<file path="config.mk">
export PLATFORM = sky130hd
export DESIGN_NAME = pipelined_add_sub
export DESIGN_NICKNAME = d
export VERILOG_FILES = /design/src/rtl/pipelined_add_sub.sv
export SDC_FILE = /design/constraint.sdc
export NUM_CORES = 1
export LEC_CHECK = 0
export CAP_MARGIN = 5
export CELL_PAD_IN_SITES_DETAIL_PLACEMENT = 2
export CELL_PAD_IN_SITES_GLOBAL_PLACEMENT = 2
export CORE_ASPECT_RATIO = 1.75
export CORE_MARGIN = 4
export CORE_UTILIZATION = 31
export CTS_CLUSTER_SIZE = 28
export DETAILED_ROUTE_END_ITERATION = 8
export PLACE_DENSITY = 0.93
export SETUP_SLACK_MARGIN = 0.02
export SLEW_MARGIN = 20
export SYNTH_ARGS = -nofsm -noshare
export SYNTH_HDL_FRONTEND = slang
export SYNTH_SLANG_ARGS = --single-unit
</file>
<file path="constraint.sdc">
create_clock -name clk -period 4.5 [get_ports clk]
set_clock_uncertainty 0.2 [all_clocks]
set_input_delay 1.125 -clock clk [delete_from_list [all_inputs] [get_ports clk]]
set_output_delay 1.125 -clock clk [all_outputs]
set_load 0.05 [all_outputs]
</file>
<file path="src/rtl/pipelined_add_sub.sv">
// Pipelined two's-complement adder/subtractor. The operands are cut into
// STAGES slices; each stage adds one slice and hands its carry to the next
// stage one cycle later. Upper operand slices skew forward, finished lower
// result slices deskew forward, and the final stage registers the flags.

// One slice of the ripple: SW-bit add of a and (sub ? ~b : b) plus carry-in.
module pas_slice #(
   parameter int SW = 16
) (
   input  logic [SW-1:0] a,
   input  logic [SW-1:0] b,
   input  logic          sub,
   input  logic          cin,
   output logic [SW-1:0] sum,
   output logic          cout
);
   logic [SW-1:0] bx;
   logic [SW:0]   t;

   assign bx          = sub ? ~b : b;
   assign t           = {1'b0, a} + {1'b0, bx} + {{SW{1'b0}}, cin};
   assign {cout, sum} = t;
endmodule

module pipelined_add_sub #(
   parameter int WIDTH  = 32,
   parameter int STAGES = 2
) (
   input  logic             clk,
   input  logic             rst,
   input  logic             flush,
   input  logic             in_valid,
   output logic             in_ready,
   input  logic [WIDTH-1:0] in_a,
   input  logic [WIDTH-1:0] in_b,
   input  logic             in_sub,
   output logic             out_valid,
   input  logic             out_ready,
   output logic [WIDTH-1:0] out_result,
   output logic             out_carry,
   output logic             out_overflow,
   output logic             out_zero
);
   localparam int SW = WIDTH / STAGES;
   localparam int L  = STAGES - 1;

   if (STAGES < 1 || STAGES > 8) begin : g_bad_stages
      $error("pipelined_add_sub: STAGES must be 1..8");
   end
   if ((WIDTH % STAGES) != 0) begin : g_bad_width
      $error("pipelined_add_sub: WIDTH must be a multiple of STAGES");
   end

   // Stage registers: one entry per stage, data travels with its valid bit.
   logic [STAGES-1:0]            vld_pipe, sub_q, c_q;
   logic [STAGES-1:0][WIDTH-1:0] a_q, b_q, r_q;
   logic                         ovf_q, zero_q;

   // Stage inputs (predecessor's registers, or the ports for stage 0).
   logic [STAGES-1:0]            v_d, s_d, c_d, co;
   logic [STAGES-1:0][WIDTH-1:0] a_d, b_d, r_d, r_nx;
   logic                         bx_msb, cin_msb, ovf_nx;
   logic                         adv;

   // Last-stage operand copies exist only for uniform indexing; never read.
   logic unused_bits;
   assign unused_bits = ^{a_q[L], b_q[L], sub_q[L]};

   // Whole pipe moves together whenever the output slot is free or being taken.
   assign adv      = !vld_pipe[L] | out_ready;
   assign in_ready = adv;

   for (genvar k = 0; k < STAGES; k++) begin : g_stage
      logic [SW-1:0] sum;

      if (k == 0) begin : g_head
         assign v_d[k] = in_valid;
         assign s_d[k] = in_sub;
         assign c_d[k] = in_sub;          // +1 of the two's-complement negate
         assign a_d[k] = in_a;
         assign b_d[k] = in_b;
         assign r_d[k] = '0;
      end else begin : g_body
         assign v_d[k] = vld_pipe[k-1];
         assign s_d[k] = sub_q[k-1];
         assign c_d[k] = c_q[k-1];
         assign a_d[k] = a_q[k-1];
         assign b_d[k] = b_q[k-1];
         assign r_d[k] = r_q[k-1];
      end

      pas_slice #(.SW(SW)) u_slice (
         .a    (a_d[k][k*SW +: SW]),
         .b    (b_d[k][k*SW +: SW]),
         .sub  (s_d[k]),
         .cin  (c_d[k]),
         .sum  (sum),
         .cout (co[k])
      );

      // Slices at and above k are always zero in r_d, so OR-ing in is a merge.
      assign r_nx[k] = r_d[k] | (WIDTH'(sum) << (k*SW));
   end

   // Carry into the MSB is recovered from the MSB sum bit of the last slice.
   assign bx_msb  = s_d[L] ^ b_d[L][WIDTH-1];
   assign cin_msb = a_d[L][WIDTH-1] ^ bx_msb ^ r_nx[L][WIDTH-1];
   assign ovf_nx  = cin_msb ^ co[L];

   // Pipeline advance; flush only kills valid bits and blocks the new beat.
   always_ff @(posedge clk or posedge rst) begin
      if (rst) begin
         vld_pipe <= '0;
         sub_q    <= '0;
         c_q      <= '0;
         a_q      <= '0;
         b_q      <= '0;
         r_q      <= '0;
         ovf_q    <= 1'b0;
         zero_q   <= 1'b0;
      end else if (flush) begin
         vld_pipe <= '0;
      end else if (adv) begin
         vld_pipe <= v_d;
         sub_q    <= s_d;
         c_q      <= co;
         a_q      <= a_d;
         b_q      <= b_d;
         r_q      <= r_nx;
         ovf_q    <= ovf_nx;
         zero_q   <= (r_nx[L] == '0);
      end
   end

   assign out_valid    = vld_pipe[L];
   assign out_result   = r_q[L];
   assign out_carry    = c_q[L];
   assign out_overflow = ovf_q;
   assign out_zero     = zero_q & vld_pipe[L];
endmodule

</file>
Word level (Yosys, flattened, before mapping). Index checks and enable logic that the tools add are counted.

Bits in registers: 119. Input port bits: 70. Word-level logic and storage cells: 31.

$add $sub $neg: 4. Multiplexer cells: 4. Bitwise logic cells: 10. Reductions and logical operators: 4.

Operator list (number): 16-bit by 16-bit adder with 17-bit output (2); 17-bit by 1-bit adder with 17-bit output (2); 32-bit logical NOT (1); 16-bit two-way mux (2); 16-bit inverter (2); 16-bit by 32-bit bitwise OR with 32-bit output (1); 2-bit two-way mux (2); 1-bit XOR (4); 2-bit AND reduction (1); 2-bit nonzero test (1); 1-bit AND (1); 1-bit logical NOT (1); 1-bit inverter (1); 1-bit bitwise OR (1).

Logic depth before layout (Yosys ltp). Gate-level depths: netlist of the first run.

Depth in word-level cells: 7. Mapped depth: 13. Gate-level depth less buffers: 11.

By module. From an unflattened synthesis of the first run, not the netlist that was laid out.

Cell total of the unflattened synthesis: 478. Area total of the unflattened synthesis: 5596.6 um^2.

By module, submodules not included: pipelined_add_sub (times used 1, cells each 205, area an instance 3607.2 um^2, seq. area each 2177.1 um^2); pas_slice at g_stage[0].u_slice (times used 1, cells each 137, area an instance 1013.5 um^2, seq. area each 0.0 um^2); pas_slice at g_stage[1].u_slice (times used 1, cells each 136, area an instance 975.9 um^2, seq. area each 0.0 um^2).

Worst setup path before layout of the first run. Ideal clock, no wire load.

Path type: input-to-reg. From: input port in_sub. To: register r_q, in the netlist r_d[47]. Arrival time: 3.381 ns. Setup slack: 0.788 ns. Cell stages on the path: 11. Buffers on the path: 2. Cells stage by stage: buf_6 -> clkbuf_1 -> xor2_1 -> ha_1 -> or4_1 -> o221ai_2 -> a21oi_1 -> a211oi_2 -> a21oi_1 -> xnor2_1 -> o21ai_1.

Longest elaborated chain between the ends: 3.

RTL lines: start: declaration (RTL line 36) `input logic in_sub,`; 16-bit two-way mux (RTL line 20) `assign bx = sub ? ~b : b;`; 16-bit by 16-bit adder with 17-bit output (RTL line 21) `assign t = {1'b0, a} + {1'b0, bx} + {{SW{1'b0}}, cin};`; 17-bit by 1-bit adder with 17-bit output (*) (RTL line 21); end signal: assignment (RTL line 129) `r_q <= r_nx;`; end: declaration (RTL line 56) `logic [STAGES-1:0][WIDTH-1:0] a_q, b_q, r_q;`.

Mark *: on every way between the ends. The rest lies on a longest branch, timed or not. A chain may end at the register's enable or synchronous reset.

Worst setup path after layout of the first run.
From: input port in_sub. To: register r_q, in the netlist r_d[39].

Same word-level chain as after synthesis.

==> results of run 1 <==
==> worst min-delay path, cell delays in order (launching register included) <==
cell and delay (ns):
dfrtp_1 0.34, nand2_1 0.05, o21ai_0 0.06
==> state kept, by name, indices dropped and copies added (netlist names) <==
| signal | flops |
|---|---|
| r_d | 16 |
| c_q | 2 |
| b_d | 16 |
| vld_pipe | 2 |
| sub_q | 1 |
| out_overflow | 1 |
| zero_q | 1 |
| out_result | 32 |
| a_d | 16 |
==> per-layer routing <==
metal	part of all wire (%)	vias to the layer above	GRT usage, %	wire length, um
met5	0	-	0	0
met2	58	145	43.9	11800
met3	3.1	58	3.39	618
li1	-	2193	-	-
met4	5.3	0	11.2	1070
met1	33	2440	20.9	6670
==> cell usage after synthesis, types with 4 or more instances <==
cell type	instances	area share [%]
a211oi_1	6	0.87
a21o_1	7	1.0
a21oi_1	12	1.2
and3_1	6	0.72
clkbuf_1	20	1.4
dfrtp_1	87	42
ha_1	30	7.2
inv_1	10	0.72
nand2_1	198	14
nand2b_1	6	0.72
nand3_1	7	0.68
nor2_1	21	1.5
nor2b_1	5	0.60
nor3_1	9	0.87
nor4_1	5	0.60
o21a_1	6	0.87
o21ai_0	35	3.4
o21ai_1	5	0.48
or2_2	5	0.60
or3_1	4	0.48
xnor2_1	11	1.9
xor2_1	40	6.8
==> layout make-up <==
| cell class | count | area [um2] | share of cell area, % |
|---|---|---|---|
| clock inverters | 6 | 52.6 | 0.777 |
| flip-flops and latches | 87 | 2180 | 32.2 |
| multi-input cells | 473 | 2860 | 42.3 |
| repair buffers | 111 | 1120 | 16.6 |
| clock buffers | 9 | 225 | 3.33 |
| inverters | 10 | 38.8 | 0.574 |
| well taps | 224 | 280 | 4.15 |
==> worst min path at each step <==
stage / slack [ns] / depth (start not counted) / endpoint
after floorplan: 0.25 / 2 / zero_q$_DFFE_PP0P_
after detailed placement: 0.28 / 2 / out_result[22]$_DFFE_PP0P_
after global routing: 0.33 / 2 / out_result[24]$_DFFE_PP0P_
after CTS: 0.29 / 2 / out_result[22]$_DFFE_PP0P_
final: 0.29 / 2 / out_result[22]$_DFFE_PP0P_
after global placement: 0.26 / 2 / out_result[15]$_DFFE_PP0P_
==> kinds of logic after synthesis <==
group | Yosys count | synth area share (%)
compound gates | 103 | 13.6
xor+xnor | 51 | 8.62
fa+ha+maj | 33 | 8.40
buf+inv | 35 | 2.97
flops | 87 | 42.0
mux | 3 | 0.628
simple gates | 283 | 23.8
==> power groups by stage <==
| stage | Clock (W) | Sequential, W | Combinational (W) |
|---|---|---|---|
| after global routing | 0.000778 | 0.00112 | 0.00178 |
| final | 0.000733 | 0.00110 | 0.00168 |
| after detailed placement | 0 | 0.00110 | 0.00163 |
| after CTS | 0.000748 | 0.00110 | 0.00169 |
| after floorplan | 0 | 0.00144 | 0.000682 |
| after global placement | 0 | 0.00109 | 0.00155 |
==> metrics by stage <==
| stage | setup WS, ns | total power (W) | cells | setup TNS (ns) |
|---|---|---|---|---|
| floorplan | 0.788 | 0.00212 | 595 | 0 |
| global placement | 0.101 | 0.00264 | 905 | 0 |
| detailed placement | -0.0537 | 0.00273 | 905 | -0.0537 |
| CTS | 0.333 | 0.00354 | 920 | 0 |
| global route | 0.128 | 0.00369 | 920 | 0 |
| finish | 0.298 | 0.00351 | 920 | 0 |
==> reports/metrics.csv, run 1 <==
metric,value,unit
syn_nets,698,
via total after detailed routing,4836,
worst slew pin tran,0.820,ns
num rows,62,
minimum clock period,4.20,ns
total track usage,21.8,%
RR Startpoint,sub_q[0]$_DFFE_PP0P_,
period utilization,93.4,%
Sink Count,87,
ratio of cells with drive above 1 in the final layout,5.89,%
Max stage delay on crit path,0.57,ns
switching power share of the total,45.3,%
worst path bufs/invs,2,
Post-Place Cell Area,0.00648,mm2
grt ovf,0,
Final Core Density,41.1,%
Hold Startpoint,out_result[22]$_DFFE_PP0P_,
CP endpoint,r_d[39]$_DFFE_PP0P_,
Initial Util,31.5,%
max_slew headroom,44.6,%
CTS max path bufs,2,
"Seq/Total Area, Yosys",42.0,%
CP max FO,14,
Synth warnings,0,
CTS tree,built,
drt first pass iters,5,
power share of the clock group,20.9,%
CP Depth,10,
H-tree Lvls,3,
vias in the first global route,5726,
Logic pwr share,47.7,%
Critical Path RT,4.52,ns
"CP delay by family, top",buffers and inverters,
Final ANT Viol Nets,0,
WS Path Type,in2reg,
post-CTS setup buffers,0,
Final #Nets,795,
P_leak,3.12,nW
max-cap violations,0,
status,finished clean,
Worst-path clk slew,0.07,ns
"Distinct cells, synth",60,
Synth Flop Type,dfrtp_1,
max frequency,238,MHz
Die Y,179,um
setup repair after global routing missed its margin,no,
element type at the critical path start,input port,
Clock Root Buffer,clkbuf_16,
number of enable flip-flop cells after synthesis,0,
hold_buf cts,0,
hold crit path type,reg2reg,
core box area,0.0164,mm2
clk_lat worst skew,0.35,ns
CP max-delay cell,clkdlybuf4s50_1,
initial antenna violation count,0,
Worst R2R Path Depth,12,
Syn Inst Count,595,
die width,106,um
syn_area_per_cell,8.71,um2
Worst Setup SP,in_sub,
Num CTS Buffers,9,
total wire length,20100,um
routability congestion estimate from global placement,0.903,
"commonest non-fill, non-tap cell in the layout",nand2_1,
Starting DRT DRC Count,181,
Min Hold Slack,0.286,ns
final setup fails,0,
io pins,107,
Remaining DRCs,0,
IO buf count,106,
Die Area,0.0189,mm2
Critical Path Sink Type,flip-flop,
RR Endpoint,zero_q$_DFFE_PP0P_,
Final Hold Vio Count,0,
Post-Syn Area,0.00518,mm2
Power Dens Cells,520,mW/mm2
Ant. Diodes,0,
Post-synth ARST share,100,%
P_sw,0.00159,W
# fillers,1846,
worst vdd ir,0.205,mV
Synth Register Bits,87,
hpwl dp,14000,um
first-pass GRT wire length,31800,um
DR WL/cell,21.9,um
largest net degree at the start of global routing,112,
P_int,0.00192,W
area added between synthesis and finish,30.4,%
CTS resizes,0,
Final Instance Area,0.00676,mm2
max-slew violations,0,
Seq pwr share,31.4,%
"leading cell types in the layout, fill and taps excluded","nand2_1 (198), clkdlybuf4s50_1 (106), dfrtp_1 (87), xor2_1 (40), o21ai_0 (35)",
Reg2Reg Setup Slack,0.67,ns
Via-to-Cell Ratio,5.26,
cell breakdown of the critical path,clkdlybuf4s50_1 -> buf_4 -> xor2_1 -> ha_1 -> and3_1 -> a221o_1 -> or2_1 -> or3_1 -> a211oi_1 -> o21ai_1,
Critical Path AT,4.22,ns
Note: power is estimated with default switching activity, not from simulation.
==> run 2: changes to the inputs <==
Settings changed: CAP_MARGIN 5 to not set, GPL_TIMING_DRIVEN set to 0.
==> run 2 against run 1 <==
Sequential cell count stayed put. Cell count is 2.2% higher. First-iteration DRC count is 25% lower. Non-clock buffer count is 19 higher. Worst hold slack worse by 0.0031 ns. Cell area is 1.4% higher. Largest cell class unchanged.
==> reports/metrics.csv, run 2 (synthesis gave the netlist of run 1 again) <==
metric,value,unit,change
cell breakdown of the critical path,clkdlybuf4s50_1 -> mux2_2 -> fa_1 -> a21o_1 -> a21oi_2 -> o211ai_1 -> a31oi_1 -> a21oi_1 -> a21o_1 -> a2111oi_1 -> a211oi_1,,
Critical Path RT,4.51,ns,about the same
Starting DRT DRC Count,136,,-25%
routability congestion estimate from global placement,0.871,,-3.5%
CP max FO,3,,-11
Clock Root Buffer,clkbuf_16,,
num rows,62,,unchanged
DR WL/cell,22.6,um,+3.2%
hold crit path type,reg2reg,,
Ant. Diodes,0,,unchanged
P_leak,3.15,nW,+1.2%
Remaining DRCs,0,,unchanged
placed instance count,925,,+2.2%
hold_buf cts,0,,unchanged
Largest register FFs,32,,unchanged
worst slew pin tran,0.819,ns,-0.00129 ns
Post-Place Cell Area,0.00655,mm2,+0.97%
Final #Nets,814,,+2.4%
worst vdd ir,0.198,mV,-3.1%
max_slew headroom,45.4,%,+0.78 points
hpwl dp,16600,um,+19%
power share of the clock group,22.2,%,+1.3 points
total track usage,22.9,%,+1.0 points
first-pass GRT wire length,33100,um,+4.1%
die width,106,um,unchanged
clk_lat worst skew,0.35,ns,about the same
area added between synthesis and finish,32.2,%,
Layout Cells excl Fill,940,,+2.2%
status,finished clean,,
P_int,0.00199,W,+3.5%
P_sw,0.00161,W,+1.2%
total wire length,21200,um,+5.4%
CTS max path bufs,2,,unchanged
IO buf count,105,,-0.94%
Crit path top cell by count,a21o_1,,
Worst-path clk slew,0.07,ns,about the same
CTS tree,built,,
minimum clock period,4.38,ns,+0.177 ns
core box area,0.0164,mm2,unchanged
element type at the critical path start,input port,,
drt first pass iters,4,,-1
Final ANT Viol Nets,0,,unchanged
grt ovf,0,,unchanged
"CP delay by family, top",compound AO/OA/AOI/OAI gates,,
Initial Util,31.5,%,unchanged
"commonest non-fill, non-tap cell in the layout",nand2_1,,
Via-to-Cell Ratio,5.26,,about the same
Num CTS Buffers,9,,unchanged
H-tree Lvls,3,,unchanged
Seq pwr share,31.0,%,-0.4 points
Sink Count,87,,unchanged
Final Instance Area,0.00685,mm2,+1.4%
CP max-delay cell,clkdlybuf4s50_1,,
worst path bufs/invs,1,,-1
# fillers,1881,,+1.9%
Max stage delay on crit path,0.51,ns,-0.06 ns
Die Area,0.0189,mm2,unchanged
slack of the critical path,0.121,ns,-0.177 ns
vias in the first global route,5933,,+3.6%
Critical Path Sink Type,flip-flop,,
via total after detailed routing,4943,,+2.2%
switching power share of the total,44.8,%,-0.57 points
largest net degree at the start of global routing,54,,-52%
"leading cell types in the layout, fill and taps excluded","nand2_1 (198), clkdlybuf4s50_1 (105), dfrtp_1 (87), xor2_1 (40), o21ai_0 (35)",,
Critical Path AT,4.38,ns,+0.16 ns
max frequency,228,MHz,-4.0%
Die Y,179,um,unchanged
io pins,107,,unchanged
period utilization,97.3,%,+3.9 points
Place WS,-0.282,ns,-0.229 ns
Logic pwr share,46.8,%,-0.9 points
initial antenna violation count,0,,unchanged
WS Path Type,in2reg,,
Power Dens Cells,525,mW/mm2,+1.1%
Final Hold Vio Count,0,,unchanged
max-cap violations,0,,unchanged
max-slew violations,0,,unchanged
ratio of cells with drive above 1 in the final layout,5.73,%,-0.16 points
final setup fails,0,,unchanged
run 2: changes by cell type in the layout (fill, tap and decap cells not counted), sizes merged:
cell,before,now
buf,5,6
bufinv,0,1
clkbuf,9,28
clkdlybuf4s50,106,105
clkinv,1,2
clkinvlp,2,1
run 2: power by group through the flow:
stage / clock, W / combinational (W) / sequential (W)
finish: 0.000798 / 0.00168 / 0.00112
global route: 0.000839 / 0.00179 / 0.00113
CTS: 0.000800 / 0.00169 / 0.00111
detailed placement: 0 / 0.00166 / 0.00112
global placement: 0 / 0.00156 / 0.00110
floorplan: 0 / 0.000682 / 0.00144
run 2: final timing paths:
path | to | slack (ns) | depth (start not counted) | from
worst max-delay path | c_q[0]$_DFFE_PP0P_ | 0.12 | 11 | in_b[0]
worst min-delay path | out_result[3]$_DFFE_PP0P_ | 0.28 | 2 | out_result[3]$_DFFE_PP0P_
worst max register to register | zero_q$_DFFE_PP0P_ | 0.22 | 12 | sub_q[0]$_DFFE_PP0P_
worst min register to register | out_result[3]$_DFFE_PP0P_ | 0.28 | 2 | out_result[3]$_DFFE_PP0P_
max in group asynchronous | vld_pipe[0]$_DFFE_PP0P_ | 2.48 | 3 | rst
min in group asynchronous | out_result[3]$_DFFE_PP0P_ | 0.97 | 2 | rst
run 2: area by class of cell:
type	count	area, um2	area share, %
multi-input cells	473	2850	41.7
well taps	224	280	4.09
inverters	10	40.0	0.584
plain buffers	24	116	1.70
clock inverters	7	80.1	1.17
flip-flops and latches	87	2180	31.8
repair buffers	106	1080	15.7
clock buffers	9	225	3.29
run 2: repair_timing:
item / CTS / global route
endpoints found under the setup margin: 2 / 2
buffers inserted: 0 / 0
pin swaps: 0 / 0
gates resized for setup: 1 / 3
run 2: worst min-delay path: stages (launching register included):
cell     delay (ns)
dfrtp_1        0.35
nand2_1        0.05
nand2_1        0.06
run 2: metal layers:
layer	part of all wire, %	global-route usage [%]	wire (um)	up-vias
met4	5.4	12.5	1140	0
met2	59	46.9	12500	127
met3	2.5	2.81	526	65
met5	0	0	0	-
li1	-	-	-	2239
met1	33	21.3	7080	2512
run 2: stage by stage:
step	utilization, %	TNS [ns]	hold slack [ns]	power [W]
finish	41.7	0	0.283	0.00360
global route	41.7	-0.0122	0.312	0.00376
CTS	41.6	0	0.294	0.00360
detailed placement	39.8	-0.431	0.279	0.00278
global placement	39.6	-31.47	0.262	0.00266
floorplan	-	0	0.248	0.00212
